File: config.mk
export PLATFORM = sky130hd
export DESIGN_NAME = multicore_out_collector
export DESIGN_NICKNAME = d
export VERILOG_FILES = /design/src/rtl/multicore_out_collector.sv
export SDC_FILE = /design/constraint.sdc
export NUM_CORES = 2
export LEC_CHECK = 0
export BUFFER_PORTS_ARGS = -buffer_cell sky130_fd_sc_hd__buf_2
export CORE_MARGIN = 5
export CORE_UTILIZATION = 38
export DETAILED_ROUTE_END_ITERATION = 10
export GPL_TIMING_DRIVEN = 0
export PLACE_DENSITY = 0.52
export SYNTH_ARGS = -nofsm -noshare
export SYNTH_HDL_FRONTEND = slang
export SYNTH_HIERARCHICAL = 1
export SYNTH_SLANG_ARGS = --single-unit
File: constraint.sdc
create_clock -name clk -period 33.8 [get_ports clk]
set_input_delay 5.07 -clock clk [delete_from_list [all_inputs] [get_ports clk]]
set_output_delay 5.07 -clock clk [all_outputs]
set_load 0.005 [all_outputs]
File: src/rtl/multicore_out_collector.sv
// Merges single-cycle per-core result strobes into one tagged valid/ready stream via one-entry hold regs,
// a round-robin arbiter and a FWFT FIFO; strobe-to-out_valid latency 2 cycles; a strobe to a busy hold reg is dropped and counted.

module multicore_out_collector_fifo #(
    parameter int W     = 8,
    parameter int DEPTH = 16
) (
    input  logic                     clk,
    input  logic                     rst,
    input  logic                     i_push,
    input  logic [W-1:0]             i_push_dat,
    input  logic                     i_pop,
    output logic [W-1:0]             o_head_dat,
    output logic                     o_vld,
    output logic [$clog2(DEPTH):0]   o_fill
);
    localparam int AW = $clog2(DEPTH);
    localparam logic [AW:0] FULL = (AW+1)'(DEPTH);

    logic [W-1:0]  r_mem [DEPTH];
    logic [AW-1:0] r_wptr;
    logic [AW-1:0] r_rptr;
    logic [AW:0]   r_fill;
    logic          w_pop;
    logic          w_push;

    assign w_pop  = i_pop && (r_fill != '0);
    // A push into a full FIFO is legal only when the head leaves on the same edge.
    assign w_push = i_push && ((r_fill != FULL) || w_pop);

    always_ff @(posedge clk) begin
        if (rst) begin
            r_wptr <= '0;
            r_rptr <= '0;
            r_fill <= '0;
        end else begin
            if (w_push) r_wptr <= r_wptr + AW'(1);
            if (w_pop)  r_rptr <= r_rptr + AW'(1);
            case ({w_push, w_pop})
                2'b10:   r_fill <= r_fill + (AW+1)'(1);
                2'b01:   r_fill <= r_fill - (AW+1)'(1);
                default: r_fill <= r_fill;
            endcase
        end
    end

    always_ff @(posedge clk) begin
        if (!rst && w_push) r_mem[r_wptr] <= i_push_dat;
    end

    assign o_vld      = (r_fill != '0);
    assign o_head_dat = o_vld ? r_mem[r_rptr] : '0;
    assign o_fill     = r_fill;
endmodule

module multicore_out_collector #(
    parameter int N_CORES = 26,
    parameter int DATA_W  = 31,
    parameter int DEPTH   = 16,
    parameter int CORE_W  = 5
) (
    input  logic                        clk,
    input  logic                        rst,
    input  logic [N_CORES*DATA_W-1:0]   core_data,
    input  logic [N_CORES*4-1:0]        core_en,
    output logic [DATA_W-1:0]           out_data,
    output logic [CORE_W-1:0]           out_core,
    output logic [3:0]                  out_port,
    output logic                        out_valid,
    input  logic                        out_ready,
    output logic [$clog2(DEPTH):0]      fill,
    output logic                        ovf,
    output logic [15:0]                 drop_cnt
);
    localparam int FW = $clog2(DEPTH) + 1;
    localparam int EW = DATA_W + CORE_W + 4;
    localparam logic [FW-1:0] FULL = FW'(DEPTH);

    logic [N_CORES-1:0] r_hold_vld;
    logic [DATA_W-1:0]  r_hold_dat  [N_CORES];
    logic [3:0]         r_hold_port [N_CORES];
    logic [CORE_W-1:0]  r_ptr;
    logic               r_ovf;
    logic [15:0]        r_drop_cnt;

    logic               w_found;
    logic [CORE_W-1:0]  w_gnt_idx;
    logic [CORE_W:0]    w_cand;
    logic               w_gnt;
    logic [CORE_W-1:0]  w_ptr_nxt;
    logic               w_pop;
    logic [N_CORES-1:0] w_load;
    logic [5:0]         w_drop_n;
    logic [16:0]        w_drop_sum;
    logic [15:0]        w_drop_sat;
    logic [EW-1:0]      w_push_dat;
    logic [EW-1:0]      w_head_dat;
    logic               w_fifo_vld;
    logic [FW-1:0]      w_fifo_fill;

    // Round-robin search: first valid hold reg at or after r_ptr, wrapping at N_CORES.
    always_comb begin
        w_found   = 1'b0;
        w_gnt_idx = '0;
        w_cand    = '0;
        for (int k = 0; k < N_CORES; k++) begin
            w_cand = {1'b0, r_ptr} + (CORE_W+1)'(k);
            if (w_cand >= (CORE_W+1)'(N_CORES)) w_cand = w_cand - (CORE_W+1)'(N_CORES);
            if (!w_found && r_hold_vld[w_cand[CORE_W-1:0]]) begin
                w_found   = 1'b1;
                w_gnt_idx = w_cand[CORE_W-1:0];
            end
        end
    end

    assign w_pop     = w_fifo_vld && out_ready;
    assign w_gnt     = w_found && ((w_fifo_fill != FULL) || w_pop);
    assign w_ptr_nxt = (w_gnt_idx == CORE_W'(N_CORES-1)) ? '0 : w_gnt_idx + CORE_W'(1);
    assign w_push_dat = {r_hold_dat[w_gnt_idx], w_gnt_idx, r_hold_port[w_gnt_idx]};

    // A hold reg being granted this edge is free for a fresh strobe, so steady streams never drop.
    always_comb begin
        w_load   = '0;
        w_drop_n = '0;
        for (int i = 0; i < N_CORES; i++) begin
            if (core_en[i*4 +: 4] != 4'd0) begin
                if (!r_hold_vld[i] || (w_gnt && (w_gnt_idx == CORE_W'(i)))) w_load[i] = 1'b1;
                else                                                       w_drop_n  = w_drop_n + 6'd1;
            end
        end
    end

    assign w_drop_sum = {1'b0, r_drop_cnt} + 17'(w_drop_n);
    assign w_drop_sat = w_drop_sum[16] ? 16'hFFFF : w_drop_sum[15:0];

    always_ff @(posedge clk) begin
        if (rst) begin
            r_hold_vld <= '0;
            r_ptr      <= '0;
            r_ovf      <= 1'b0;
            r_drop_cnt <= '0;
        end else begin
            for (int i = 0; i < N_CORES; i++) begin
                if (w_load[i]) begin
                    r_hold_vld[i]  <= 1'b1;
                    r_hold_dat[i]  <= core_data[i*DATA_W +: DATA_W];
                    r_hold_port[i] <= core_en[i*4 +: 4];
                end else if (w_gnt && (w_gnt_idx == CORE_W'(i))) begin
                    r_hold_vld[i]  <= 1'b0;
                end
            end
            if (w_gnt) r_ptr <= w_ptr_nxt;
            if (w_drop_n != 6'd0) begin
                r_ovf      <= 1'b1;
                r_drop_cnt <= w_drop_sat;
            end
        end
    end

    multicore_out_collector_fifo #(
        .W     (EW),
        .DEPTH (DEPTH)
    ) u_fifo (
        .clk        (clk),
        .rst        (rst),
        .i_push     (w_gnt),
        .i_push_dat (w_push_dat),
        .i_pop      (w_pop),
        .o_head_dat (w_head_dat),
        .o_vld      (w_fifo_vld),
        .o_fill     (w_fifo_fill)
    );

    assign {out_data, out_core, out_port} = w_head_dat;
    assign out_valid = w_fifo_vld;
    assign fill      = w_fifo_fill;
    assign ovf       = r_ovf;
    assign drop_cnt  = r_drop_cnt;
endmodule

## Word-level counts from Yosys, hierarchy flattened

Memories as Yosys holds them, arrays and structs flattened. A register that Yosys moved wholly into a read port is not among the register bits.
Cells that the tools add are included.

- Register bits after elaboration: 61
- RAM bits: 1550
- Bits of input ports: 913
- Output and inout port bits: 63
- Logic and storage cells: 761
- Memories: 3

Memory list:

| name | words | bits a word | read ports | clocked after memory_dff | write ports | RTL line | RTL |
|---|---|---|---|---|---|---|---|
| r_hold_dat | 26 | 31 | 1 | 0 | 26 | 80 | `logic [DATA_W-1:0] r_hold_dat [N_CORES];` |
| u_fifo.r_mem | 16 | 40 | 1 | 1 | 1 | 20 | `logic [W-1:0] r_mem [DEPTH];` |
| r_hold_port | 26 | 4 | 1 | 0 | 26 | 81 | `logic [3:0] r_hold_port [N_CORES];` |

- Add/subtract/negate cells: 82
- $lt $le $gt $ge: 52
- Equality and inequality tests: 28
- Muxes and demuxes: 372
- Reduce and logical (&&, ||, !) cells: 192

Operators with widths:

| cell | number |
|---|---|
| $mux 6 | 50 |
| $mux 5 | 53 |
| $mux 1 | 238 |
| $lt 5x6->1 const B | 26 |
| $add 6x1->6 const B | 25 |
| $ge 6x5->1 const B | 25 |
| $bmux 1 s5 | 26 |
| $sub 5x5->5 const B | 26 |
| $reduce_bool 4->1 | 26 |
| $add 5x5->6 const B | 10 |
| $logic_and 1x1->1 | 56 |
| $reduce_bool 2->1 | 27 |
| $logic_not 1->1 | 52 |
| $eq 5x5->1 const B | 10 |
| $add 5x4->6 const B | 8 |
| $eq 5x4->1 const B | 8 |
| $mux 40 | 1 |
| $logic_or 1x1->1 | 28 |
| $add 5x3->6 const B | 4 |
| $eq 5x3->1 const B | 4 |
| $add 16x6->17 | 1 |
| $mux 16 | 1 |
| $add 5x2->6 const B | 2 |
| $add 5x1->5 const B | 2 |
| 14 further kinds | 17 |

## Longest topological paths before layout

- Word-level depth: 162
- Gate-level depth with buffers: 132
- Gate-level depth less buffers: 120

## Cells and area by module

The synthesis kept the hierarchy.

By module, submodules not included:

| module | instances | cells an instance | area each (um^2) | seq. area each (um^2) |
|---|---|---|---|---|
| multicore_out_collector | 1 | 5431 | 56233.9 | 28287.1 |
| multicore_out_collector_fifo | 1 | 1147 | 25233.0 | 19558.8 |

## Worst setup path before layout

Ideal clock, no wire load.

- Path type: register -> register
- From: register r_ptr[1]
- To: register r_drop_cnt[11] (netlist: drop_cnt[11])
- Library setup time: 118 ps
- Arrival time: 24642 ps
- Required time: 33682 ps
- Setup slack: 9040 ps
- Cell stages (with the launch flop): 127
- Buffers on the path: 15
- Period minus slack after synthesis: 24760 ps
- Cells stage by stage: dfxtp_1 buf_2 buf_2 inv_2 buf_1 ha_1 inv_2 buf_2 buf_1 clkbuf_1 buf_1 ha_1 clkbuf_1 nand3b_1 a21oi_1 o221ai_1 a221oi_1 a31oi_1 [91 not listed] ha_1 mux2_2 ha_1 mux2_2 ha_1 mux2_2 fa_1 a21oi_1 nor2_1 nor2_1 nor2b_1 o21ai_0 nand2b_1 and2_1 nand3_1 clkbuf_1 a41o_1 nor2_1

- Cells in the longest elaborated chain, start to end: 162
- Elaborated cells on any way between the ends: 416
- Those cells by class: add/sub (77); order compare (26); eq/ne (25); mux (183); reduce/logical (105)

Ends and longest elaborated chain:

| what | RTL line | RTL |
|---|---|---|
| start, declared | 82 | `logic [CORE_W-1:0] r_ptr;` |
| start signal, assigned | 152 | `if (w_gnt) r_ptr <= w_ptr_nxt;` |
| parallel branches: the longest is 79 deep, another holds $add 5x1->6 | - |  |
| $mux 5 (*) | 109 | `if (!w_found && r_hold_vld[w_cand[CORE_W-1:0]]) begin` |
| named net w_gnt_idx[0] | 87 | `logic [CORE_W-1:0] w_gnt_idx;` |
| $logic_not 5->1 | 127 | `if (!r_hold_vld[i] \|\| (w_gnt && (w_gnt_idx == CORE_W'(i)))) w_load[i] = 1'b1;` |
| $logic_and 1x1->1 | 127 |  |
| $logic_or 1x1->1 | 127 |  |
| $mux 1 | 127 |  |
| $mux 1 | 126 | `if (core_en[i*4 +: 4] != 4'd0) begin` |
| [69 not listed] | - |  |
| $add 6x1->6 | 128 | `else w_drop_n = w_drop_n + 6'd1;` |
| $mux 6 | 127 |  |
| $mux 6 | 126 |  |
| $add 6x1->6 | 128 |  |
| $mux 6 | 127 |  |
| $mux 6 (*) | 126 |  |
| $add 16x6->17 | 133 | `assign w_drop_sum = {1'b0, r_drop_cnt} + 17'(w_drop_n);` |
| $mux 16 | 134 | `assign w_drop_sat = w_drop_sum[16] ? 16'hFFFF : w_drop_sum[15:0];` |
| end signal, assigned | 155 | `r_drop_cnt <= w_drop_sat;` |
| end, declared | 84 | `logic [15:0] r_drop_cnt;` |

Mark *: on every way through the listed nets, which the timed path passes. The select of a mux whose other input is x is not followed.
A chain may end at the register's enable or synchronous reset.

## Worst setup path after layout

Ends and elaborated chain as after synthesis.

==> results.toml <==
[cts]
cts_root_buf = "clkbuf_16"
htreeDepth = 4
tritoncts = "built"
cts.sinks = 1615
clk_latency_ns = 0.86
ctsHoldBuffers = 0
numCtsBuffers = 173
clkTransAtPathRegs_ns = 0.06
cts_buffer_depth = 3

[timing]
fmax_mhz = 31.0
skew_ns = 0.0862
min_period_ns = 32.29
slew_headroom = -0.0627
holdWs_ns = 0.508
tightest_slew_ns = 1.58
slew_violations = 59
setup_violations = 0
hold_viol = 0
setup_slack_ns = 1.51
rsz0062_at_grt = "false"
min_period_over_period = 0.955

[cells_and_area]
fin_nets = 8888
drive_gt1_frac = 0.255
fillers = 20000
design_area_um2 = 98900
area_growth_pct = 21.4

[synthesis]
synth_nets = 7566
ys_ff_latch = 1615
synth_compound_area_frac = 0.127
synth_top_flop_cell = "edfxtp_1"
syn_avg_cell_area_um2 = 12.4
yosysSeqAreaShare = 0.587
yosysTopAreaCellShare = 0.571
synth.area.top_cells = "edfxtp_1, mux4_2, nand2_1"
synthTopCellsByCount = "edfxtp_1, nand2_1, nand3_1"
yosysWarnings = 6
synth_fa_ha_area_frac = 0.0118
synth_top_family_by_area = "simple AND/OR/NAND/NOR gates"
muxShareOfSynthArea = 0.0823
async_reset_ff_frac = 0
synth_edf_count = 1550
synth_top_cell_by_area = "edfxtp_1"
synthDistinctLibCells = 143
synth-simple-area-share = 0.139
syn_inst = 6578
synth.most_common_cell = "edfxtp_1"
synthXorXnorAreaFrac = 0.0246
syn-cell-area_um2 = 81500

[route]
drt_first_pass_iters = 6
num_vias = 69100
vias_per_cell = 6.31
drcViolationCount = 0
drt_wl_total_um = 430000
ant_nets = 0
wl_per_cell_um = 39.2
first_iter_violations = 9314

[worst_hold_path]
min_path_type = "flop to flop"

[die]
initial_utilization = 0.381
die_y_um = 473
placementRows = 170
die_w_um = 473
die_area_um2 = 224000
io_pins = 976
coreArea_um2 = 214000

[worst_setup_path]
cp_slowest_cell = "nor4b_4"
startpoint_type = "flop"
path_max_fanout = 27
path_common_cell = "ha_1"
worstSetupPathType = "flop to flop"
critPathRequiredTime_ns = 34.54
arrival_ns = 33.03
slowest_delay_ns = 0.76
end_kind = "flop"

[global_routing]
grt_pass1_vias = 65000
grt_max_degree = 28
grt.met1_usage = 0.484
met2_usage = 0.581
busiest_layer = "met2"
grt_pass1_wl_um = 569000
antenna_found_initial = 142
grt_overflow = 0
grt_usage = 0.372
grt_use_met3 = 0.0696

[place]
io_buffers = 975
finalWeightedCongestion = 1.03
hpwlAfterDp_um = 346000
placed_area_um2 = 93000
dp_slack_ns = 0.417

[job]
drv_cap = 7

[outcome]
status = "finished, violations left"
violations = "max-capacitance violations, max-slew violations"
## layout make-up
cell class / instances / area, µm² / area share
diodes: 77 / 193 / 0.00195
plain buffers: 448 / 2010 / 0.0203
clock buffers: 214 / 4570 / 0.0462
clock inverters: 99 / 1080 / 0.0109
inverters: 72 / 270 / 0.00273
multi-input cells: 4441 / 32200 / 0.326
flip-flops and latches: 1615 / 47800 / 0.484
well taps: 2838 / 3550 / 0.0359
repair buffers: 1149 / 7170 / 0.0725
## through the flow
step | setup TNS (ns) | cells | util
final | 0 | 11000 | 0.462
after global routing | 0 | 10900 | 0.462
after CTS | 0 | 10900 | 0.461
after detailed placement | 0 | 10600 | 0.435
after global placement | -2.90 | 10400 | 0.420
after floorplan | 0 | 6578 | -
## sequential cells by signal, summed over array words and instances (netlist names), named ones only
signal and cells:
r_hold_port 104, u_fifo/r_rptr 4, drop_cnt 16, ovf 1, u_fifo/r_wptr 4, u_fifo/o_fill 5
r_hold_vld 26, r_ptr 5, r_hold_dat 806, u_fifo/r_mem 640
## cell families (layout without fill, tap and decap cells)
kind of cell             count (synthesis)  in the layout
flip-flops                            1615           1615
adder cells (fa/ha/maj)                 76             76
AND/OR/NAND/NOR                       2427           2427
XOR/XNOR                               168            168
AO/OA/AOI/OAI                         1360           1360
buffers and inverters                  522           1982
other                                    0             77
multiplexers                           410            410
## worst max-delay path, delay by kind of cell (launching register included)
kind | cells | cell delay [ns]
compound gates | 29 | 6.06
fa+ha+maj | 29 | 9.51
buf+inv | 25 | 8.01
flops | 1 | 0.58
mux | 8 | 2.24
simple gates | 34 | 5.61
## repair_timing
| action | in CTS | in global routing |
|---|---|---|
| gates resized for setup | 0 | 10 |
| setup endpoints to repair | 0 | 17 |
| setup buffers | 0 | 0 |
## routing by layer
metal	vias to the layer above	share of wire	routed length [µm]
met5	-	0.00029	125
met4	18	0.073	31300
met3	944	0.086	37000
met2	4424	0.45	194000
met1	35300	0.39	167000
li1	28400	-	-
## placed cells by master (no fill, tap or decap), drive strengths merged, types with 105 or more instances in the layout
cell       n
and3     180
buf     1323
nor3     136
nand3    337
a311oi   194
edfxtp  1550
o211ai   105
a21oi    202
mux2i    169
nand2   1148
xnor2    113
o21ai    195
clkbuf   488
mux4     197
nor2     279
## worst paths after layout
path	cells past startpoint	endpoint	from	slack (ns)
max	125	drop_cnt[11]	r_ptr[1]	1.51
min	2	u_fifo/r_rptr[1]	u_fifo/r_rptr[1]	0.51
max reg2reg	125	drop_cnt[11]	r_ptr[1]	1.51
min reg2reg	2	u_fifo/r_rptr[1]	u_fifo/r_rptr[1]	0.51
Power is not shown: default switching activity piles up to over one toggle a cycle in this logic, so the estimate is an artifact.
